### src/rtl/ram_port_arbiter.sv
// Two-port round-robin arbiter sharing one single-port synchronous RAM.
// One command per cycle reaches the RAM. Read data returns to the owning
// port two cycles after its grant, together with a one-cycle valid strobe.
module ram_port_arbiter #(
    parameter int DATA_W = 8,
    parameter int ADDR_W = 6
) (
    input  logic              clk,
    input  logic              rst,
    input  logic              a_req,
    input  logic              a_we,
    input  logic [ADDR_W-1:0] a_addr,
    input  logic [DATA_W-1:0] a_wdata,
    output logic              a_gnt,
    output logic              a_rvalid,
    output logic [DATA_W-1:0] a_rdata,
    input  logic              b_req,
    input  logic              b_we,
    input  logic [ADDR_W-1:0] b_addr,
    input  logic [DATA_W-1:0] b_wdata,
    output logic              b_gnt,
    output logic              b_rvalid,
    output logic [DATA_W-1:0] b_rdata,
    output logic [DATA_W-1:0] ram_data,
    output logic [ADDR_W-1:0] ram_addr,
    output logic              ram_we,
    input  logic [DATA_W-1:0] ram_q
);

    typedef enum logic {
        PRI_A = 1'b0,
        PRI_B = 1'b1
    } pri_t;

    pri_t              pri_q;
    pri_t              pri_d;
    logic [ADDR_W-1:0] addr_hold_q;
    logic [DATA_W-1:0] data_hold_q;
    logic              a_pend_q;
    logic              b_pend_q;

    // Priority pointer and last-granted address/data, so the RAM pins stay put when idle
    always_ff @(posedge clk) begin
        if (rst) begin
            pri_q       <= PRI_A;
            addr_hold_q <= '0;
            data_hold_q <= '0;
        end else begin
            pri_q <= pri_d;
            if (a_gnt || b_gnt) begin
                addr_hold_q <= ram_addr;
                data_hold_q <= ram_data;
            end
        end
    end

    // Grant selection, RAM pin drive and next priority
    always_comb begin
        a_gnt    = 1'b0;
        b_gnt    = 1'b0;
        pri_d    = pri_q;
        ram_addr = addr_hold_q;
        ram_data = data_hold_q;
        ram_we   = 1'b0;
        if (!rst) begin
            if (a_req && (!b_req || pri_q == PRI_A)) begin
                a_gnt = 1'b1;
            end else if (b_req) begin
                b_gnt = 1'b1;
            end
        end
        if (a_gnt) begin
            ram_addr = a_addr;
            ram_data = a_wdata;
            ram_we   = a_we;
            pri_d    = PRI_B;
        end else if (b_gnt) begin
            ram_addr = b_addr;
            ram_data = b_wdata;
            ram_we   = b_we;
            pri_d    = PRI_A;
        end
    end

    // Per-port read pipeline: pending flag after the grant, capture of ram_q one cycle later
    always_ff @(posedge clk) begin
        if (rst) begin
            a_pend_q <= 1'b0;
            b_pend_q <= 1'b0;
            a_rvalid <= 1'b0;
            b_rvalid <= 1'b0;
            a_rdata  <= '0;
            b_rdata  <= '0;
        end else begin
            a_pend_q <= a_gnt && !a_we;
            b_pend_q <= b_gnt && !b_we;
            a_rvalid <= a_pend_q;
            b_rvalid <= b_pend_q;
            if (a_pend_q) begin
                a_rdata <= ram_q;
            end
            if (b_pend_q) begin
                b_rdata <= ram_q;
            end
        end
    end

endmodule

### config.mk
export PLATFORM = sky130hd
export DESIGN_NAME = ram_port_arbiter
export DESIGN_NICKNAME = d
export VERILOG_FILES = /design/src/rtl/ram_port_arbiter.sv
export SDC_FILE = /design/constraint.sdc
export NUM_CORES = 1
export LEC_CHECK = 0
export BUFFER_PORTS_ARGS = -buffer_cell sky130_fd_sc_hd__buf_2
export CAP_MARGIN = 20
export CORE_ASPECT_RATIO = 0.7
export CORE_UTILIZATION = 35
export DETAILED_ROUTE_END_ITERATION = 10
export PLACE_DENSITY = 0.65
export SYNTH_ARGS = -nofsm -noshare
export SYNTH_HDL_FRONTEND = slang
export SYNTH_SLANG_ARGS = --single-unit
export TNS_END_PERCENT = 5
### constraint.sdc
create_clock -name clk -period 1.46 [get_ports clk]
set_clock_uncertainty 0.05 [all_clocks]
set_input_delay 0.292 -clock clk [delete_from_list [all_inputs] [get_ports clk]]
set_output_delay 0.292 -clock clk [all_outputs]
set_load 0.05 [all_outputs]
# After elaboration in Yosys (flattened, before gate mapping)

Index checks and enable logic that the tools add are counted.

Multiplexer cells: 13
Bitwise logic cells: 1
Reduce and logical (&&, ||, !) cells: 9

Operators by type and width:

| kind               | count |
|---|---|
| 8-bit 2-to-1 mux   | 2 |
| 6-bit 2-to-1 mux   | 2 |
| 1-bit 2-to-1 mux   | 9 |
| 1-bit logical AND  | 3 |
| 1-bit zero test    | 3 |
| 1-bit logical OR   | 2 |
| 2-bit nonzero test | 1 |
| 1-bit NOT          | 1 |

Register bits: 35
Output and inout bits: 35

# Longest topological paths before layout

Gate-level depths: netlist (run 1).

Depth after elaboration: 7
Depth in mapped cells: 5
Mapped depth without buffers: 3

# Worst setup path before layout (run 1)

No wires, ideal clock.

Path type: input to output
From: input port b_req
To: output port ram_addr[0]
Arrival: 1847 ps
Slack: -729 ps
Stages: 4
Path buffers: 1
Cell sequence: buf_2 a21boi_4 a32oi_1 o21ai_0

Cells in the longest elaborated chain, start to end: 7
Elaborated cells between the ends (all ways): 10

Ends and longest elaborated chain:

| what                 | line | source |
|---|---|---|
| start, declared      | 17   | `input logic b_req,` |
| 1-bit zero test      | 66   | `if (a_req && (!b_req \|\| pri_q == PRI_A)) begin` |
| 1-bit logical OR     | 66   |  |
| 1-bit logical AND    | 66   |  |
| 1-bit 2-to-1 mux     | 66   |  |
| 1-bit 2-to-1 mux     | 65   | `if (!rst) begin` |
| 6-bit 2-to-1 mux     | 77   | `end else if (b_gnt) begin` |
| 6-bit 2-to-1 mux (*) | 72   | `if (a_gnt) begin` |
| end, declared        | 25   | `output logic [ADDR_W-1:0] ram_addr,` |

Mark *: on every way between the ends. The rest lies on a longest branch, timed or not.

# Final worst setup path (run 1)

From: register pri_q
To: output port ram_addr[3]

Cells in the longest elaborated chain, start to end: 7
Elaborated cells between the ends (all ways): 9

Ends and longest elaborated chain:

| what                   | line | source |
|---|---|---|
| start, declared        | 35   | `pri_t pri_q;` |
| start signal, assigned | 49   | `pri_q <= pri_d;` |
| 1-bit NOT (*)          | 66   |  |
| 1-bit logical OR (*)   | 66   |  |
| 1-bit logical AND (*)  | 66   |  |
| 1-bit 2-to-1 mux       | 66   |  |
| 1-bit 2-to-1 mux       | 65   |  |
| 6-bit 2-to-1 mux       | 77   |  |
| 6-bit 2-to-1 mux (*)   | 72   |  |

Marks and branches as above.

==> results by group, run 1 <==
Outcome
  – Outcome: finished, violations left
  – Failing checks: setup timing

Floorplan
  – Boundary pin count: 77
  – Initial Util: 0.382
  – Core box area: 0.00369 mm^2
  – Die area: 0.00430 mm^2
  – Die Ht: 55.2 um
  – Die Wd: 77.9 um
  – # rows: 18

Detailed routing
  – Vias per cell: 4.98
  – Via Count: 1484
  – Iter 0 DRT Violations: 33
  – DRC Markers: 0
  – Per-cell routed wire length: 14.5 um
  – Post-route ant nets: 0
  – DRT Pass-1 Iters: 4
  – DRT Wirelength: 4.31 mm

Timing
  – RSZ-0062 raised after global routing: true
  – Fin crit share: 1.26
  – Slew headroom: 0.796
  – Min cycle time layout: 1.85 ns
  – Hold slack final: 0.167 ns
  – Max Slew Vio Count: 0
  – Slew of the pin with the lowest slew margin: 0.305 ns
  – Final setup vio count: 16
  – Fmax: 542 MHz
  – Final WS setup: -0.386 ns
  – Setup TNS: -5.50 ns
  – Final Hold Fails: 0

Yosys
  – Synth top area cells: dfxtp_1 (50%), mux2i_1 (11%), a32oi_1 (9.3%), nor2_1 (5.3%), a21oi_1 (5.0%)
  – Synth Cell Area: 0.00141 mm^2
  – Mapped Cells: 153
  – Post-synth EDFFs: 0
  – Yosys reg bits: 35
  – Cell taking the most area after synthesis: dfxtp_1
  – Sequential share of the synthesized area: 0.496
  – Asr flop ratio synth: 0
  – Area share of the largest cell type after synthesis: 0.496
  – Main flop type after synthesis: dfxtp_1
  – Syn nets: 195
  – Syn Area/Cell: 9.23 um^2
  – Syn. warnings: 0
  – Distinct cells, synth: 17

Clocking
  – Worst-path clk slew: 0.07 ns
  – Hold bufs inserted after CTS: 0
  – Sink Count: 35
  – CTS root buf: clkbuf_8
  – H-Tree Depth: 2
  – CTS tree: built
  – Worst skew pair latency: 0.28 ns
  – Number of CTS-inserted buffers: 5
  – CTS max path bufs: 2

Worst setup path
  – CP Data Arrival Time: 1.50 ns
  – R2R depth: 5
  – Startpoint types: register
  – Setup crit start: pri_q$_SDFFE_PP0P_
  – Critical path peak fanout: 7
  – RR Startpoint: pri_q$_SDFFE_PP0P_
  – CP Capture Type: primary output
  – Critical path class: reg2out
  – Worst path required time: 1.12 ns

Global route
  – GRT Resource Usage Total: 0.213
  – Antenna violations before repair: 0
  – Global-route wire length before repair: 6.73 mm
  – Vias in the first global route: 1447
  – GR Overflow Total: 0
  – Largest net degree at the start of global routing: 28

Placement
  – Post-DP Area: 0.00229 mm^2
  – RePlAce Congestion: 0.733
  – Buffers on Ports: 76
  – Post-DP HPWL: 3.04 mm

Power and ir drop
  – Total Power: 0.00278 W
  – Leakage: 1.09 nW
  – Peak supply drop: 0.645 mV
  – Pwr/cell area: 1050 mW/mm^2

Min path
  – Hold Path Stages: 2
  – Type of the worst min-delay path: in2reg
  – Hold Crit Start: b_we

Final layout
  – Antenna diode count: 0
  – Final core utilization: 0.716
  – Commonest non-fill, non-tap cell in the layout: buf_2
  – Share of cells above drive strength 1: 0.581
  – Commonest cells after routing, fill and taps aside: buf_2 (59), dfxtp_1 (34), buf_4 (22)
  – Design area: 0.00265 mm^2
  – Final Net Count: 289
  – Layout area overhead: 87.2%

Job
  – Total of max-cap violations: 0
==> cells in the mapped netlist (2+ instances only) <==
cell	count
a21oi_1	14
a32oi_1	15
buf_2	5
buf_4	3
clkbuf_1	5
dfxtp_1	35
mux2i_1	16
nand2_1	17
nor2_1	20
nor2b_1	2
nor3_1	2
o21ai_0	6
o21ai_1	9
==> cells by family (layout without fill, tap and decap cells) <==
kind of cell / after synthesis / after routing / share of synthesized area
AOI/OAI and AO/OA: 46 / 46 / 0.217
buffers and inverters: 14 / 109 / 0.0549
DFF: 35 / 35 / 0.496
muxes: 16 / 16 / 0.113
and+or+nand+nor: 42 / 42 / 0.119
==> metrics by stage <==
step / instances / setup slack [ns]
finish: 298 / -0.386
global route: 298 / -0.436
CTS: 298 / -0.387
detailed placement: 286 / -0.296
global placement: 286 / -0.250
floorplan: 153 / -0.120
==> where the power goes <==
part	internal (W)	total, W	leakage (nW)	switching [W]
combinational	0.000349	0.000871	0.739	0.000522
clock	0.000552	0.000884	0.0612	0.000332
sequential	0.00101	0.00102	0.288	0.0000186
==> final cells by class <==
cell class | instances | area, um^2
Sequential cell | 35 | 704
Clock inverter | 2 | 35.0
Tap cell | 50 | 62.6
Multi-Input combinational cell | 104 | 1060
Timing Repair Buffer | 101 | 703
Fill cell | 298 | 1050
Clock buffer | 6 | 82.6
==> per-layer routing <==
| metal | track usage | wire [um] | up-vias |
|---|---|---|---|
| met5 | 0 | 0 | - |
| met2 | 0.388 | 2140 | 47 |
| li1 | - | - | 743 |
| met1 | 0.246 | 1860 | 687 |
| met4 | 0.0833 | 55 | 0 |
| met3 | 0.0590 | 260 | 7 |
==> worst max-delay path: stages, from the launching register on <==
cell and delay [ns]:
dfxtp_4 0.36, nand2b_4 0.16, buf_12 0.15, a32oi_1 0.19
buf_4 0.15, o21ai_4 0.05, buf_6 0.15
==> repair_timing <==
item                                    in CTS  in global routing
resized for setup                           45                  4
endpoints found under the setup margin      17                 17
pin swaps                                   10                  2
buffers inserted                             3                  0
gates cloned                                 1                  0
==> sequential cells by signal (all words and copies together), names as in the netlist <==
| name | count |
|---|---|
| b_rvalid | 1 |
| addr_hold_q | 6 |
| a_rdata | 8 |
| pri_q | 1 |
| b_rdata | 8 |
| b_pend_q | 1 |
| a_pend_q | 1 |
| a_rvalid | 1 |
| data_hold_q | 8 |
==> final timing paths <==
path / slack [ns] / end
max: -0.39 / ram_addr[3]
min: 0.17 / b_pend_q$_SDFF_PP0_
max reg2reg: 0.11 / data_hold_q[4]$_SDFFE_PP0P_
min reg2reg: 0.44 / a_rdata[7]$_SDFFE_PP0P_
Power figures use the tool's default switching activity.
==> run 2, diff against run 1 <==
--- a/config.mk
+++ b/config.mk
@@ -7,10 +7,10 @@
 export LEC_CHECK = 0
 export BUFFER_PORTS_ARGS = -buffer_cell sky130_fd_sc_hd__buf_2
 export CAP_MARGIN = 20
-export CORE_ASPECT_RATIO = 0.7
 export CORE_UTILIZATION = 35
+export CTS_CLUSTER_DIAMETER = 80
 export DETAILED_ROUTE_END_ITERATION = 10
-export PLACE_DENSITY = 0.65
+export PLACE_DENSITY_LB_ADDON = 0.08
 export SYNTH_ARGS = -nofsm -noshare
 export SYNTH_HDL_FRONTEND = slang
 export SYNTH_SLANG_ARGS = --single-unit
==> results by group, run 2 (synthesis gave the netlist of run 1 again) <==
Timing
  – Slew headroom: 0.663
  – Min cycle time layout: 1.84 ns
  – Final Hold Fails: 0
  – Max Slew Vio Count: 0
  – Fin crit share: 1.26
  – Slew of the pin with the lowest slew margin: 0.505 ns
  – Final WS setup: -0.377 ns
  – Fmax: 544 MHz
  – RSZ-0062 raised after global routing: true
  – Final setup vio count: 16
  – Hold slack final: 0.155 ns
  – Setup TNS: -5.38 ns

Placement
  – Buffers on Ports: 76
  – Post-DP HPWL: 3.02 mm
  – Post-DP Area: 0.00234 mm^2
  – Place WS: -0.253 ns
  – RePlAce Congestion: 0.688

Power and ir drop
  – Pwr/cell area: 981 mW/mm^2
  – Peak supply drop: 0.627 mV
  – Leakage: 1.07 nW
  – Total Power: 0.00252 W

Final layout
  – Commonest non-fill, non-tap cell in the layout: buf_2
  – Top flop regs: a_rdata: 8 flops, b_rdata: 8 flops, data_hold_q: 8 flops
  – Filler instances: 294
  – Final Net Count: 288
  – Layout area overhead: 82.1%
  – Design area: 0.00257 mm^2
  – Antenna diode count: 0
  – Commonest cells after routing, fill and taps aside: buf_2 (59), dfxtp_1 (34), buf_4 (20)
  – Share of cells above drive strength 1: 0.563

Global route
  – Antenna violations before repair: 0
  – Global-route wire length before repair: 6.58 mm
  – GRT Resource Usage Total: 0.202
  – GR Overflow Total: 0
  – Vias in the first global route: 1461
  – Largest net degree at the start of global routing: 37

Job
  – Total of max-cap violations: 0

Floorplan
  – Boundary pin count: 77
  – Die Ht: 65.5 um
  – Die Wd: 65.5 um
  – Die area: 0.00429 mm^2
  – # rows: 22
  – Initial Util: 0.375
  – Core box area: 0.00377 mm^2

Worst setup path
  – Startpoint types: register
  – CP Capture Type: primary output
  – Critical path class: reg2out
  – CP Data Arrival Time: 1.49 ns
  – Register-to-register setup slack: 0.10 ns
  – Worst path required time: 1.12 ns
  – Critical path peak fanout: 6

Detailed routing
  – Via Count: 1480
  – Vias per cell: 5.02
  – Iter 0 DRT Violations: 39
  – DRT Pass-1 Iters: 4
  – DRT Wirelength: 4.00 mm
  – DRC Markers: 0
  – Post-route ant nets: 0
  – Per-cell routed wire length: 13.6 um

Clocking
  – Worst skew pair latency: 0.28 ns
  – Sink Count: 35
  – Hold bufs inserted after CTS: 0
  – Number of CTS-inserted buffers: 5
  – CTS root buf: clkbuf_8
  – H-Tree Depth: 2
  – CTS max path bufs: 2
  – CTS tree: built
  – Worst-path clk slew: 0.06 ns

Min path
  – Type of the worst min-delay path: in2reg

Outcome
  – Failing checks: setup timing
  – Outcome: finished, violations left
run 2: cell count changes in the layout (fill, tap and decap cells not counted), moves of 2 or more:
cell,change
buf_4,-2
clkbuf_1,+2
a32oi_4,-3
buf_12,+2
buf_6,-2
a32oi_1,+2
run 2: metal layers:
metal,routed length [um],track usage,share of wire
met1,1700,0.242,0.43
met2,2020,0.341,0.51
met3,254,0.0677,0.063
met4,23,0.0571,0.0057
met5,0,0,0
run 2: final timing paths:
kind | endpoint | cells after the start | start
setup / recovery | ram_data[7] | 6 | pri_q$_SDFFE_PP0P_
hold / removal | a_pend_q$_SDFF_PP0_ | 2 | a_we
setup reg to reg | data_hold_q[7]$_SDFFE_PP0P_ | 6 | pri_q$_SDFFE_PP0P_
hold reg to reg | b_rdata[0]$_SDFFE_PP0P_ | 2 | b_rdata[0]$_SDFFE_PP0P_
run 2: critical path, stage by stage, from the launching register on:
cell and delay (ns):
dfxtp_2 0.34, nand2b_4 0.15, buf_6 0.14, buf_12 0.12
a32oi_4 0.24, o21ai_4 0.07, buf_6 0.15
run 2: final cells by class:
cell class / instances / area [um^2] / area share
Tap cell: 48 / 60.1 / 0.0233
Multi-Input combinational cell: 104 / 1010 / 0.392
Sequential cell: 35 / 702 / 0.273
Timing Repair Buffer: 100 / 721 / 0.280
Clock buffer: 7 / 76.3 / 0.0297
Clock inverter: 1 / 5.00 / 0.00195
run 2: per-stage QoR:
step / cells / utilization
final: 295 / 0.682
after global routing: 295 / 0.682
after CTS: 295 / 0.680
after detailed placement: 286 / 0.621
after global placement: 286 / 0.621
after floorplan: 153 / -
run 2: repair_timing:
action | 4_1_cts | 5_1_grt
buffers inserted | 1 | 0
setup endpoints to repair | 17 | 17
pin swaps | 5 | 0
resized for setup | 37 | 2
run 2: where the power goes:
| group | switching (W) | leakage [nW] | total (W) | internal [W] |
|---|---|---|---|---|
| combinational | 0.000497 | 0.741 | 0.000842 | 0.000345 |
| clock | 0.000316 | 0.0422 | 0.000650 | 0.000334 |
| sequential | 0.0000242 | 0.287 | 0.00103 | 0.00101 |
| total | 0.000837 | 1.07 | 0.00252 | 0.00169 |
==> run 3, diff against run 2 <==
==> constraint.sdc (replaced) <==
create_clock -name clk -period 1.46 [get_ports clk]
set_clock_uncertainty 0.05 [all_clocks]
set_input_delay 0.292 -clock clk [delete_from_list [all_inputs] [get_ports clk]]
set_output_delay 0.292 -clock clk [all_outputs]
set_load 0.01 [all_outputs]
==> results by group, run 3 (synthesis gave the netlist of run 1 again) <==
Outcome
  – Outcome: finished, violations left
  – Failing checks: setup timing

Final layout
  – Top flop regs: a_rdata: 8 flops, b_rdata: 8 flops, data_hold_q: 8 flops
  – Antenna diode count: 0
  – Reg area: 704 um^2
  – Filler instances: 340
  – Commonest non-fill, non-tap cell in the layout: buf_2
  – Share of cells above drive strength 1: 0.504
  – Final core utilization: 0.580
  – Final Net Count: 289
  – Fin cells: 296
  – Layout area overhead: 54.7%
  – Commonest cells after routing, fill and taps aside: buf_2 (76), dfxtp_1 (34), buf_4 (22)
  – Area of the multi-input gates: 739 um^2

Floorplan
  – Initial Util: 0.375
  – Core box area: 0.00377 mm^2
  – # rows: 22
  – Die Ht: 65.5 um
  – Boundary pin count: 77
  – Die area: 0.00429 mm^2
  – Die Wd: 65.5 um

Power and ir drop
  – Flop pwr share: 0.480
  – Sw Share: 0.268
  – Internal power: 0.00158 W
  – Combinational share of power: 0.214
  – Leakage: 1.00 nW
  – Net switching power figure: 0.000576 W
  – Pwr/cell area: 984 mW/mm^2
  – Clk pwr share: 0.306
  – Peak supply drop: 0.564 mV

Timing
  – Final setup vio count: 16
  – Fin crit share: 1.20
  – Min cycle time layout: 1.76 ns
  – Max Slew Vio Count: 0
  – Slew of the pin with the lowest slew margin: 0.515 ns
  – RSZ-0062 raised after global routing: true
  – Slew headroom: 0.656
  – Fmax: 569 MHz
  – Final WS setup: -0.296 ns
  – Final Hold Fails: 0

Placement
  – Post-DP HPWL: 2.65 mm
  – Placed instance count: 286
  – RePlAce Congestion: 0.720
  – Place WS: -0.0680 ns
  – Buffers on Ports: 76

Detailed routing
  – Post-route ant nets: 0
  – Vias per cell: 4.90
  – Via Count: 1450
  – DRC Markers: 0
  – DRT Wirelength: 3.57 mm
  – DRT Pass-1 Iters: 4
  – Per-cell routed wire length: 12.1 um
  – Iter 0 DRT Violations: 34

Clocking
  – CTS tree: built
  – Number of CTS-inserted buffers: 5
  – Sink Count: 35
  – Worst-path clk slew: 0.07 ns
  – Hold bufs inserted after CTS: 0
  – H-Tree Depth: 2
  – CTS max path bufs: 2
  – Worst skew pair latency: 0.28 ns
  – CTS root buf: clkbuf_8

Global route
  – Largest net degree at the start of global routing: 35
  – Vias in the first global route: 1304
  – GR Overflow Total: 0
  – GRT Resource Usage Total: 0.176
  – Global-route wire length before repair: 5.66 mm
  – Antenna violations before repair: 0

Min path
  – Hold Crit Start: a_we
  – Type of the worst min-delay path: in2reg

Worst setup path
  – Setup crit start: pri_q$_SDFFE_PP0P_
  – CP Cell Sequence: nand2b_4 > buf_12 > a32oi_1 > o21ai_1 > buf_2
  – RR Startpoint: pri_q$_SDFFE_PP0P_
  – Slowest cell on the critical path: dfxtp_4
  – Critical path class: reg2out
  – Worst path required time: 1.12 ns
  – Slowest stage delay, CP: 0.36 ns
  – CP Capture Type: primary output
  – Critical path peak fanout: 10
  – Startpoint types: register
  – CP Data Arrival Time: 1.41 ns

Job
  – Total of max-cap violations: 0
[run 3: worst paths after layout]
check	to	slack, ns	depth (start not counted)
worst max-delay path	ram_data[5]	-0.30	5
worst min-delay path	a_pend_q$_SDFF_PP0_	0.14	2
worst max register to register	data_hold_q[2]$_SDFFE_PP0P_	0.13	6
worst min register to register	data_hold_q[4]$_SDFFE_PP0P_	0.42	2
[run 3: metrics by stage]
step / hold WS, ns / power, W / instance area, um^2 / TNS, ns
after global routing: 0.140 / 0.00227 / 2190 / -5.09
after floorplan: 0.319 / 0.00125 / 1410 / 0
after CTS: 0.128 / 0.00216 / 2130 / -4.15
final: 0.145 / 0.00215 / 2190 / -4.03
after detailed placement: 0.409 / 0.00146 / 1960 / -0.575
after global placement: 0.396 / 0.00145 / 1960 / -0.143
[run 3: area by class of cell]
type                            instances  area share
Multi-Input combinational cell        104       0.338
Sequential cell                        35       0.322
Timing Repair Buffer                  101       0.273
Clock buffer                            6      0.0332
Tap cell                               48      0.0275
Clock inverter                          2     0.00572
[run 3: critical path, delay by kind of cell, from the launching register on]
kind                   cells  cell delay, ns
AND/OR/NAND/NOR            1            0.16
buffers and inverters      2            0.30
AO/OA/AOI/OAI              2            0.33
flip-flops                 1            0.36
[run 3: metal layers]
metal | wire length (um) | up-vias | track usage
li1 | - | 733 | -
met1 | 1580 | 656 | 0.220
met2 | 1650 | 55 | 0.277
met3 | 280 | 6 | 0.0625
met4 | 51 | 0 | 0.0652
met5 | 0 | - | 0
[run 3: power groups by stage]
| stage | Combinational (W) | Clock (W) | Sequential [W] |
|---|---|---|---|
| floorplan | 0.000203 | 0 | 0.00105 |
| global placement | 0.000396 | 0 | 0.00105 |
| detailed placement | 0.000406 | 0 | 0.00105 |
| CTS | 0.000438 | 0.000688 | 0.00103 |
| global route | 0.000505 | 0.000723 | 0.00104 |
| finish | 0.000460 | 0.000659 | 0.00103 |
[run 3: repair_timing]
item	CTS	global route
resized for setup	14	11
setup endpoints to repair	16	16
pin swaps	4	10
setup buffers	1	1
